**config.mk**
```make
export PLATFORM = sky130hd
export DESIGN_NAME = cla_multicycle_adder
export DESIGN_NICKNAME = d
export VERILOG_FILES = /design/src/rtl/cla_multicycle_adder_pkg.sv /design/src/rtl/cla_multicycle_adder_chunk.sv /design/src/rtl/cla_multicycle_adder.sv
export SDC_FILE = /design/constraint.sdc
export NUM_CORES = 1
export LEC_CHECK = 0
export CORE_AREA = 3 3 108 110
export DETAILED_ROUTE_END_ITERATION = 12
export DIE_AREA = 0 0 111 113
export PLACE_DENSITY = 0.71
export REMOVE_ABC_BUFFERS = 1
export SKIP_CTS_REPAIR_TIMING = 1
export SLEW_MARGIN = 20
export SYNTH_ARGS = -nofsm -noshare
export SYNTH_HDL_FRONTEND = slang
export SYNTH_SLANG_ARGS = --single-unit
export TNS_END_PERCENT = 30
```
**constraint.sdc**
```tcl
create_clock -name clk -period 10.6 [get_ports clk]
set_clock_uncertainty 0.05 [all_clocks]
set_input_delay 3.18 -clock clk [delete_from_list [all_inputs] [get_ports clk]]
set_output_delay 3.18 -clock clk [all_outputs]
set_load 0.02 [all_outputs]
```
**src/rtl/cla_multicycle_adder_pkg.sv**
```systemverilog
// Shared types and helpers for the multicycle carry-look-ahead adder.
// Holds the FSM state encoding, index width helper and the g/p combine cell.
package cla_multicycle_adder_pkg;

  typedef enum logic [1:0] {
    ST_IDLE = 2'd0,
    ST_RUN  = 2'd1,
    ST_DONE = 2'd2
  } state_t;

  function automatic int idx_width(input int nchunk);
    return (nchunk > 1) ? $clog2(nchunk) : 1;
  endfunction

  // Combine a high (g,p) pair with the adjacent lower pair: returns {g, p}.
  function automatic logic [1:0] gp_combine(input logic g_hi, input logic p_hi,
                                            input logic g_lo, input logic p_lo);
    return {g_hi | (p_hi & g_lo), p_hi & p_lo};
  endfunction

endpackage

```
**src/rtl/cla_multicycle_adder_chunk.sv**
```systemverilog
// Combinational CHUNK-bit carry-look-ahead slice: per-bit g/p, a log-depth
// prefix tree of g/p combine cells, the resulting carries and group G/P.
module cla_chunk
  import cla_multicycle_adder_pkg::*;
#(
  parameter int CHUNK = 8
) (
  input  logic [CHUNK-1:0] a,
  input  logic [CHUNK-1:0] b,
  input  logic             ci,
  output logic [CHUNK-1:0] s,
  output logic             co,
  output logic             c_msb,
  output logic             grp_g,
  output logic             grp_p
);

  localparam int LVL = $clog2(CHUNK);

  logic [LVL:0][CHUNK-1:0] gt;
  logic [LVL:0][CHUNK-1:0] pt;
  logic [CHUNK:0]          c;

  // Prefix tree: after level LVL, gt/pt[i] describe the span [i:0].
  always_comb begin
    int d;
    int lo;
    gt    = '0;
    pt    = '0;
    c     = '0;
    gt[0] = a & b;
    pt[0] = a ^ b;
    for (int l = 1; l <= LVL; l++) begin
      d = 1 << (l - 1);
      for (int i = 0; i < CHUNK; i++) begin
        lo = (i >= d) ? (i - d) : i;
        if (i >= d) begin
          {gt[l][i], pt[l][i]} = gp_combine(gt[l-1][i], pt[l-1][i], gt[l-1][lo], pt[l-1][lo]);
        end else begin
          gt[l][i] = gt[l-1][i];
          pt[l][i] = pt[l-1][i];
        end
      end
    end
    c[0] = ci;
    for (int i = 0; i < CHUNK; i++) begin
      c[i+1] = gt[LVL][i] | (pt[LVL][i] & ci);
    end
  end

  assign s     = pt[0] ^ c[CHUNK-1:0];
  assign co    = c[CHUNK];
  assign c_msb = c[CHUNK-1];
  assign grp_g = gt[LVL][CHUNK-1];
  assign grp_p = pt[LVL][CHUNK-1];

endmodule

```
**src/rtl/cla_multicycle_adder.sv**
```systemverilog
// Adds two WIDTH-bit operands over WIDTH/CHUNK cycles through one shared CLA
// slice, rippling the chunk carry through a register; valid/ready on both sides.
module cla_multicycle_adder
  import cla_multicycle_adder_pkg::*;
#(
  parameter int WIDTH = 32,
  parameter int CHUNK = 8
) (
  input  logic             clk,
  input  logic             rst,
  input  logic             in_valid,
  output logic             in_ready,
  input  logic [WIDTH-1:0] a,
  input  logic [WIDTH-1:0] b,
  input  logic             cin,
  output logic             out_valid,
  input  logic             out_ready,
  output logic [WIDTH-1:0] sum,
  output logic             cout,
  output logic             ovf
);

  localparam int NCHUNK = WIDTH / CHUNK;
  localparam int IDX_W  = idx_width(NCHUNK);
  localparam logic [IDX_W-1:0] LAST_IDX = IDX_W'(NCHUNK - 1);

  state_t           state;
  state_t           state_nxt;
  logic [IDX_W-1:0] idx;
  logic             carry;
  logic [WIDTH-1:0] a_op;
  logic [WIDTH-1:0] b_op;
  logic [CHUNK-1:0] slice_a;
  logic [CHUNK-1:0] slice_b;
  logic [CHUNK-1:0] slice_s;
  logic             slice_co;
  logic             slice_c_msb;
  logic             slice_g;
  logic             slice_p;
  logic             last;

  assign slice_a = a_op[int'(idx) * CHUNK +: CHUNK];
  assign slice_b = b_op[int'(idx) * CHUNK +: CHUNK];
  assign last    = (idx == LAST_IDX);

  cla_chunk #(.CHUNK(CHUNK)) u_chunk (
    .a     (slice_a),
    .b     (slice_b),
    .ci    (carry),
    .s     (slice_s),
    .co    (slice_co),
    .c_msb (slice_c_msb),
    .grp_g (slice_g),
    .grp_p (slice_p)
  );

  // Next-state logic for the IDLE -> RUN -> DONE sequence.
  always_comb begin
    state_nxt = state;
    case (state)
      ST_IDLE: begin
        if (in_valid && in_ready) begin
          state_nxt = ST_RUN;
        end else begin
          state_nxt = ST_IDLE;
        end
      end
      ST_RUN: begin
        if (last) begin
          state_nxt = ST_DONE;
        end else begin
          state_nxt = ST_RUN;
        end
      end
      ST_DONE: begin
        if (out_ready) begin
          state_nxt = ST_IDLE;
        end else begin
          state_nxt = ST_DONE;
        end
      end
      default: state_nxt = ST_IDLE;
    endcase
  end

  // State and handshake flags; in_ready stays low while reset is asserted.
  always_ff @(posedge clk or posedge rst) begin
    if (rst) begin
      state     <= ST_IDLE;
      in_ready  <= 1'b0;
      out_valid <= 1'b0;
    end else begin
      state     <= state_nxt;
      in_ready  <= (state_nxt == ST_IDLE);
      out_valid <= (state_nxt == ST_DONE);
    end
  end

  // Operand capture, per-chunk accumulation and final carry/overflow.
  always_ff @(posedge clk or posedge rst) begin
    if (rst) begin
      a_op  <= {WIDTH{1'b0}};
      b_op  <= {WIDTH{1'b0}};
      idx   <= {IDX_W{1'b0}};
      carry <= 1'b0;
      sum   <= {WIDTH{1'b0}};
      cout  <= 1'b0;
      ovf   <= 1'b0;
    end else begin
      case (state)
        ST_IDLE: begin
          if (in_valid && in_ready) begin
            a_op  <= a;
            b_op  <= b;
            carry <= cin;
            idx   <= {IDX_W{1'b0}};
          end
        end
        ST_RUN: begin
          sum[int'(idx) * CHUNK +: CHUNK] <= slice_s;
          // Group look-ahead gives the same value as the slice carry-out.
          carry <= slice_g | (slice_p & carry);
          if (last) begin
            cout <= slice_co;
            ovf  <= slice_c_msb ^ slice_co;
          end else begin
            idx <= idx + IDX_W'(1);
          end
        end
        default: begin
        end
      endcase
    end
  end

endmodule

```
==> flow_summary.yaml, run 1 <==
critical_path:
  critPathLaunchType: "input pin"
  timing.critical_path.arrival_ps: 4950
  critPathCaptureType: "flip-flop"
  worstPathMaxFanout: 67
  crit_type: "input pin to flip-flop"
  critical_path_required_ps: 10790
timing:
  final-setup-viol-count: 0
  fin_crit_sh_pct: 44.9
  post_route_minimum_period_ps: 4750
  hold_violations: 0
  rsz_0062_raised_after_global_routing: "false"
  setup-tns-final_ps: 0
  drv_slew: 0
  post_layout_worst_setup_margin_ps: 5850
  tightest_pin_transition_ps: 972
  max_clock_freq_mhz: 210
  max-slew-margin-rel_pct: 35.2
  fin_hold_ws_ps: 445
global_route:
  track_usage_pct: 16.7
  antenna_found_initial: 0
  maximum_number_of_pins_on_one_net_before_global_route_repair: 80
  global_route.overflow_total: 0
  grt_pass1_vias: 3412
  grt_pass1_wl_um: 17000
floorplanning:
  horiz_die_dim_um: 111
  chipHeight_um: 113
  site_row_count: 38
  core_mm2: 0.0108
  die_area_mm2: 0.0125
  pin_count: 105
  floorplan.initialDensity_pct: 44.3
synthesis:
  mappedNetlistArea_mm2: 0.00478
  synth_edf_count: 0
  synth.largest_area_cell: "dfrtp_1"
  synth_top_cell_area_share_pct: 54.9
  ys_ff_latch: 105
  ys_seq_area_share_pct: 54.9
  yosys-top-cells-area: "dfrtp_1 55%, mux2_2 15%, mux4_2 7.5%, a22o_1 4.4%, ha_1 3.9%"
  warning_count_from_the_yosys_run: 0
  post_synth_most_frequent_cells: "105 x dfrtp_1, 65 x mux2_2, 25 x nand2_1, 24 x a22o_1, 17 x o21ai_0"
  synthesis.area_per_instance_um2: 13.9
  yosysUniqueCellTypes: 35
  synth_flop_cell: "dfrtp_1"
  ys_async_sr_fraction_pct: 100
  netlist_instances: 344
  synthMostInstantiatedCell: "dfrtp_1"
route:
  ant_nets: 0
  remaining_drc_errors: 0
  vias_after_detailed_routing: 3179
  drt_first_iter_violations: 103
  routed_wirelength_um: 10100
  dr.pass1.iters: 4
  vias_per_cell: 5.35
  wl_per_cell_um: 16.9
run_status:
  result_of_the_run: "finished clean"
cells_and_area:
  layout-drive-gt1-share_pct: 23.8
  register_area_mm2: 0.00263
  fill_cells: 903
  area_grow_syn2layout_pct: 28.4
  diodes: 0
  multi_input_area_mm2: 0.00206
  finish.net_count: 534
clocking:
  number_of_buffers_created_by_cts: 9
  cts_max_level: 3
  clkTransAtPathRegs_ps: 110
  tritoncts_clock_tree: "built"
  cts_max_path_buffers: 2
  tritoncts_num_sinks: 105
  root_buffer: "clkbuf_8"
  clkLatencyLatePin_ps: 360
pwr:
  clkPwrFrac_pct: 10.7
  power.static_leakage_nw: 2.57
  power-per-cell-area_mw_per_mm2: 361
  netSwitchingFraction_pct: 41.8
  p_switching_uw: 928
  internal-power_mw: 1.29
  share_seq_of_total_power_pct: 31.2
  irDropWorstVdd_v: 0.000149
  combPwrFrac_pct: 58.1
place:
  detailedPlacementHpwl_um: 7600
  numPortBuffers: 104
  gp_congestion: 0.882
  placement.setup.worst_slack_ps: 5460
flow_run:
  drv_cap: 0
hold_path:
  timing.hold.worst.class: "flip-flop to flip-flop"
==> power groups by stage <==
stage	registers, mW	logic (mW)	clock network [mW]
2_1_floorplan	0.734	0.867	0
3_3_place_gp	0.692	1.26	0
3_5_place_dp	0.704	1.29	0
4_1_cts	0.695	1.30	0.243
5_1_grt	0.720	1.42	0.262
6_report	0.693	1.29	0.237
==> worst paths after layout <==
path                                from        to  slack, ps  depth (start not counted)
worst min register to register   sum[14]   sum[14]        440                          2
worst max-delay path            in_valid   b_op[7]       5850                          5
worst min-delay path             sum[14]   sum[14]        440                          2
min in group asynchronous            rst    sum[8]       3070                          2
max in group asynchronous            rst  a_op[21]       6140                          3
worst max register to register    idx[1]    sum[6]       7140                          8
==> stage by stage <==
stage          total power [mW]  instance area [um2]  instances  util [%]
6_report                   2.22                 6140        594      56.9
3_3_place_gp               1.95                 5960        578      55.2
2_1_floorplan              1.60                 4700        330         -
3_5_place_dp               2.00                 5960        578      55.2
4_1_cts                    2.24                 6140        594      56.9
5_1_grt                    2.41                 6140        594      56.9
==> routing by layer <==
| metal | global-route usage [%] | part of all wire (%) | vias to the layer above |
|---|---|---|---|
| li1 | - | - | 1475 |
| met1 | 23.1 | 46 | 1593 |
| met2 | 26.7 | 47 | 100 |
| met3 | 3.80 | 5.5 | 11 |
| met4 | 5.01 | 1.4 | 0 |
| met5 | 0 | 0 | - |
==> state kept, by name (all words and copies together), names as in the netlist, 2 cells and up <==
| signal | flops |
|---|---|
| state | 2 |
| idx | 2 |
| a_op | 32 |
| b_op | 32 |
| sum | 32 |
==> placed cells by master, fill, tap and decap left out, drive strengths merged, types with 4 or more instances in the layout <==
master and n:
a21oi 9, a22o 24, buf 4, clkbuf 10, clkdlybuf4s50 104, clkinv 5, dfrtp 105, ha 15
inv 5, mux2 65, mux4 16, nand2 26, nand2b 4, nand4 5, nor2 13, o21ai 18
xnor2 6
==> cells by family after synthesis <==
logic type                 share of synthesized area [%]
muxes                                               22.8
xor gates and xnor gates                            1.28
and+or+nand+nor                                     5.26
buffers and inverters                               2.09
adders and majority gates                           4.34
DFF                                                 54.9
AOI/OAI and AO/OA                                   9.26
==> worst max-delay path, cell delays in order <==
cell	delay, ps
clkdlybuf4s50_1	450
nand2_1	70
nor3_4	110
buf_4	650
mux2_2	420
==> final cells by class <==
class / count / share of cell area (%)
well taps: 140 / 2.85
inverters: 5 / 0.346
clock inverters: 6 / 0.957
clock buffers: 10 / 2.08
multi-input cells: 220 / 33.6
repair buffers: 108 / 17.4
flip-flops and latches: 105 / 42.8
No activity file was read; power rests on OpenSTA's default activity.
==> inputs of run 2 (changes only) <==
--- a/config.mk
+++ b/config.mk
@@ -8,7 +8,7 @@
 export CORE_AREA = 3 3 108 110
 export DETAILED_ROUTE_END_ITERATION = 12
 export DIE_AREA = 0 0 111 113
-export PLACE_DENSITY = 0.71
+export PLACE_DENSITY = 0.73
 export REMOVE_ABC_BUFFERS = 1
 export SKIP_CTS_REPAIR_TIMING = 1
 export SLEW_MARGIN = 20
==> constraint.sdc (replaced) <==
create_clock -name clk -period 4.2 [get_ports clk]
set_clock_uncertainty 0.05 [all_clocks]
set_input_delay 1.26 -clock clk [delete_from_list [all_inputs] [get_ports clk]]
set_output_delay 1.26 -clock clk [all_outputs]
set_load 0.02 [all_outputs]
==> flow_summary.yaml, run 2 (synthesized netlist as in run 1, its figures left out) <==
place:
  dpl_cell_area_mm2: 0.00598
  gp_congestion: 0.820
  detailedPlacementHpwl_um: 7820
  placement.setup.worst_slack_ps: 1010
  place_inst: 578
  numPortBuffers: 104
global_route:
  grt_pass1_vias: 3350
  global_route.overflow_total: 0
  maximum_number_of_pins_on_one_net_before_global_route_repair: 68
  track_usage_pct: 17.0
  antenna_found_initial: 0
  grt_pass1_wl_um: 17200
timing:
  setup-tns-final_ps: 0
  rsz_0062_raised_after_global_routing: "false"
  final-setup-viol-count: 0
  post_layout_worst_setup_margin_ps: 1030
  fin_crit_sh_pct: 75.5
  drv_slew: 0
  hold_violations: 0
  tightest_pin_transition_ps: 751
  max-slew-margin-rel_pct: 49.9
  post_route_minimum_period_ps: 3170
  max_clock_freq_mhz: 316
route:
  vias_after_detailed_routing: 3173
  routed_wirelength_um: 10300
  remaining_drc_errors: 0
  wl_per_cell_um: 17.3
  dr.pass1.iters: 4
  drt_first_iter_violations: 110
  ant_nets: 0
  vias_per_cell: 5.34
cells_and_area:
  layout_top_registers: "a_op (32), b_op (32), sum (32)"
  mostFrequentLayoutCells: "105 x dfrtp_1, 104 x clkdlybuf4s50_1, 65 x mux2_2"
  finish.cell_count_without_fillers: 594
  area_grow_syn2layout_pct: 29.8
  utilization_pct: 57.5
  finish.net_count: 534
  final_common_cell: "dfrtp_1"
  finalInstanceArea_mm2: 0.00621
  multi_input_area_mm2: 0.00206
  layout-drive-gt1-share_pct: 24.0
  diodes: 0
  fill_cells: 888
  register_area_mm2: 0.00263
critical_path:
  critPathLaunchType: "flip-flop"
  crit_type: "flip-flop to flip-flop"
  critPathCaptureType: "flip-flop"
  timing.critical_path.arrival_ps: 3410
  critical_path_required_ps: 4440
  worstPathMaxFanout: 13
clocking:
  tritoncts_clock_tree: "built"
  tritoncts_num_sinks: 105
  clkLatencyLatePin_ps: 350
  root_buffer: "clkbuf_8"
  clkTransAtPathRegs_ps: 100
  number_of_buffers_created_by_cts: 9
  cts_max_level: 3
  cts_max_path_buffers: 2
floorplanning:
  horiz_die_dim_um: 111
  chipHeight_um: 113
  pin_count: 105
  die_area_mm2: 0.0125
  core_mm2: 0.0108
  floorplan.initialDensity_pct: 44.3
  site_row_count: 38
run_status:
  result_of_the_run: "finished clean"
pwr:
  internal-power_mw: 3.34
  p_switching_mw: 2.34
  clkPwrFrac_pct: 12.3
  combPwrFrac_pct: 56.8
  netSwitchingFraction_pct: 41.2
  share_seq_of_total_power_pct: 31.0
  power.static_leakage_nw: 2.59
  power-per-cell-area_mw_per_mm2: 916
  irDropWorstVdd_v: 0.000435
flow_run:
  drv_cap: 0
hold_path:
  timing.hold.worst.class: "flip-flop to flip-flop"
-- run 2: cell count changes in the layout (fill, tap and decap cells not counted) --
cell and change:
clkinv_2 -3, buf_12 +2, buf_4 -2, bufinv_16 +1
clkbuf_1 -1, clkbuf_8 +1, clkinvlp_4 +1, inv_6 +1
-- run 2: worst max-delay path, cell delays in order (launching register included) --
cell,delay [ps]
dfrtp_1,740
buf_4,300
mux4_2,510
ha_1,420
nand4_1,130
o22ai_1,250
o211ai_1,170
a2bb2oi_1,340
a22o_1,190
-- run 2: final timing paths --
| path | cells past startpoint | start | slack [ps] | to |
|---|---|---|---|---|
| worst min register to register | 2 | sum[25] | 450 | sum[25] |
| max in group asynchronous | 3 | rst | 2040 | sum[31] |
| worst min-delay path | 2 | sum[25] | 450 | sum[25] |
| worst max register to register | 8 | idx[1] | 1030 | sum[15] |
| min in group asynchronous | 2 | rst | 1340 | a_op[7] |
| worst max-delay path | 8 | idx[1] | 1030 | sum[15] |
-- run 2: layout make-up --
cell class,count,share of cell area (%)
repair buffers,108,17.7
flip-flops and latches,105,42.3
clock buffers,10,2.22
well taps,140,2.82
inverters,5,0.343
clock inverters,6,1.45
multi-input cells,220,33.2
-- run 2: stage by stage --
step / total power [mW] / hold WS, ps
detailed placement: 5.02 / 431
CTS: 5.72 / 451
floorplan: 4.04 / 425
global route: 6.14 / 474
global placement: 4.88 / 427
finish: 5.69 / 446
-- run 2: power groups by stage --
| stage | logic, mW | registers, mW | clock network (mW) |
|---|---|---|---|
| 5_1_grt | 3.56 | 1.83 | 0.752 |
| 4_1_cts | 3.24 | 1.77 | 0.711 |
| 2_1_floorplan | 2.19 | 1.85 | 0 |
| 3_3_place_gp | 3.10 | 1.78 | 0 |
| 6_report | 3.23 | 1.76 | 0.697 |
| 3_5_place_dp | 3.22 | 1.80 | 0 |
-- run 2: routing by layer --
metal	track usage [%]	share of wire, %	up-vias
met5	0	0	-
li1	-	-	1482
met1	23.8	46	1593
met2	26.9	48	91
met4	4.27	0.79	0
met3	4.01	5.0	7
==> inputs of run 3 (changes only) <==
--- a/config.mk
+++ b/config.mk
@@ -8,7 +8,7 @@
 export CORE_AREA = 3 3 108 110
 export DETAILED_ROUTE_END_ITERATION = 12
 export DIE_AREA = 0 0 111 113
-export PLACE_DENSITY = 0.73
+export PLACE_DENSITY = 0.71
 export REMOVE_ABC_BUFFERS = 1
 export SKIP_CTS_REPAIR_TIMING = 1
 export SLEW_MARGIN = 20
==> constraint.sdc (replaced) <==
create_clock -name clk -period 3.2 [get_ports clk]
set_clock_uncertainty 0.05 [all_clocks]
set_input_delay 0.96 -clock clk [delete_from_list [all_inputs] [get_ports clk]]
set_output_delay 0.96 -clock clk [all_outputs]
set_load 0.02 [all_outputs]
==> flow_summary.yaml, run 3 (synthesized netlist as in run 1, its figures left out) <==
route:
  routed_wirelength_um: 10200
  remaining_drc_errors: 0
  ant_nets: 0
  drt_first_iter_violations: 144
  vias_after_detailed_routing: 3202
  wl_per_cell_um: 17.0
  vias_per_cell: 5.36
  dr.pass1.iters: 5
timing:
  drv_slew: 0
  tightest_pin_transition_ps: 630
  rsz_0062_raised_after_global_routing: "false"
  max_clock_freq_mhz: 343
  hold_violations: 0
  fin_crit_sh_pct: 91.2
  final-setup-viol-count: 0
  post_route_minimum_period_ps: 2920
  max-slew-margin-rel_pct: 57.9
floorplanning:
  die_area_mm2: 0.0125
  chipHeight_um: 113
  floorplan.initialDensity_pct: 44.3
  core_mm2: 0.0108
  horiz_die_dim_um: 111
  pin_count: 105
  site_row_count: 38
critical_path:
  critPathCaptureType: "flip-flop"
  worstPathCellList: "mux4_2, ha_1, a21o_1, a221oi_2, a21oi_1, xnor2_1, o21ai_0"
  path_buf_inv: 0
  crit_type: "flip-flop to flip-flop"
  critical_path_required_ps: 3370
  worst_path_dominant_cell_family: "compound AO/OA/AOI/OAI gates"
  timing.critical_path.slowest_cell_delay_ps: 560
  critPathSlowestCell: "dfrtp_2"
  critPathLaunchType: "flip-flop"
  timing.critical_path.arrival_ps: 3080
  worstPathMaxFanout: 11
pwr:
  netSwitchingFraction_pct: 41.8
  combPwrFrac_pct: 58.3
  clkPwrFrac_pct: 9.7
  irDropWorstVdd_v: 0.000453
  power.static_leakage_nw: 2.56
  power-per-cell-area_mw_per_mm2: 1180
  share_seq_of_total_power_pct: 32.0
  fin_total_pwr_mw: 7.26
  internal-power_mw: 4.22
  p_switching_mw: 3.03
global_route:
  grt_pass1_wl_um: 16900
  antenna_found_initial: 0
  global_route.overflow_total: 0
  grt_pass1_vias: 3270
  maximum_number_of_pins_on_one_net_before_global_route_repair: 65
  track_usage_pct: 16.7
clocking:
  clkTransAtPathRegs_ps: 100
  tritoncts_clock_tree: "built"
  tritoncts_num_sinks: 105
  cts_max_level: 3
  clkLatencyLatePin_ps: 350
  number_of_buffers_created_by_cts: 9
  cts_max_path_buffers: 2
  root_buffer: "clkbuf_8"
run_status:
  result_of_the_run: "finished clean"
cells_and_area:
  finish.net_count: 537
  mostFrequentLayoutCells: "104 x clkdlybuf4s50_1, 103 x dfrtp_1, 65 x mux2_2"
  layout_top_registers: "a_op (32), b_op (32), sum (32)"
  area_grow_syn2layout_pct: 29.0
  layout-drive-gt1-share_pct: 24.5
  fill_cells: 891
  diodes: 0
  finalInstanceArea_mm2: 0.00617
  final_common_cell: "clkdlybuf4s50_1"
place:
  detailedPlacementHpwl_um: 7780
  numPortBuffers: 104
  gp_congestion: 0.908
  dpl_cell_area_mm2: 0.00600
hold_path:
  timing.hold.worst.class: "flip-flop to flip-flop"
flow_run:
  drv_cap: 0
[run 3: cell types whose count changed in the layout (fill, tap and decap cells not counted), sizes merged]
cell	change
clkbuf	+1
clkinvlp	+2
inv	-1
bufinv	-2
buf	+3
[run 3: cell type report]
class                      count  area [um2]  share of cell area [%]
inverter                       5        21.3                   0.345
timing repair buffer         111        1120                    18.1
sequential                   105        2630                    42.6
clock buffer                  11         131                    2.13
clock inverter                 5        32.5                   0.527
multi-input combinational    220        2060                    33.4
tap                          140         175                    2.84
[run 3: worst paths after layout]
check                             from      end  slack [ps]  cells after the start
worst max register to register  idx[1]   sum[6]         280                      7
worst min-delay path            sum[9]   sum[9]         450                      2
min in group asynchronous          rst  a_op[7]         960                      2
worst min register to register  sum[9]   sum[9]         450                      2
max in group asynchronous          rst   idx[0]        1510                      3
worst max-delay path            idx[1]   sum[6]         280                      7
[run 3: routing by layer]
metal / vias up / global-route usage (%) / share of wire (%)
met1: 1597 / 24.3 / 48
met4: 0 / 4.02 / 0.90
met2: 111 / 25.8 / 45
li1: 1484 / - / -
met5: - / 0 / 0
met3: 10 / 3.64 / 5.7
[run 3: worst reg2reg max path, cell delays in order, from the launching register on]
cell and delay, ps:
dfrtp_2 560, mux4_2 560, ha_1 400, a21o_1 240
a221oi_2 350, a21oi_1 140, xnor2_1 340, o21ai_0 150
[run 3: through the flow]
step	hold slack [ps]	util [%]	std cells	TNS, ps	setup slack, ps
6_report	449	57.2	597	0	283
3_5_place_dp	426	55.6	581	0	142
3_3_place_gp	428	55.6	581	0	218
2_1_floorplan	425	-	330	-127410	-1060
4_1_cts	450	57.2	597	0	106
5_1_grt	474	57.2	597	0	65.6
[run 3: power groups by stage]
stage | Sequential (mW) | Combinational [mW] | Clock [mW]
final | 2.32 | 4.23 | 0.707
after global routing | 2.42 | 4.64 | 0.791
after CTS | 2.33 | 4.23 | 0.731
after detailed placement | 2.36 | 4.21 | 0
after global placement | 2.35 | 4.10 | 0
after floorplan | 2.43 | 2.87 | 0
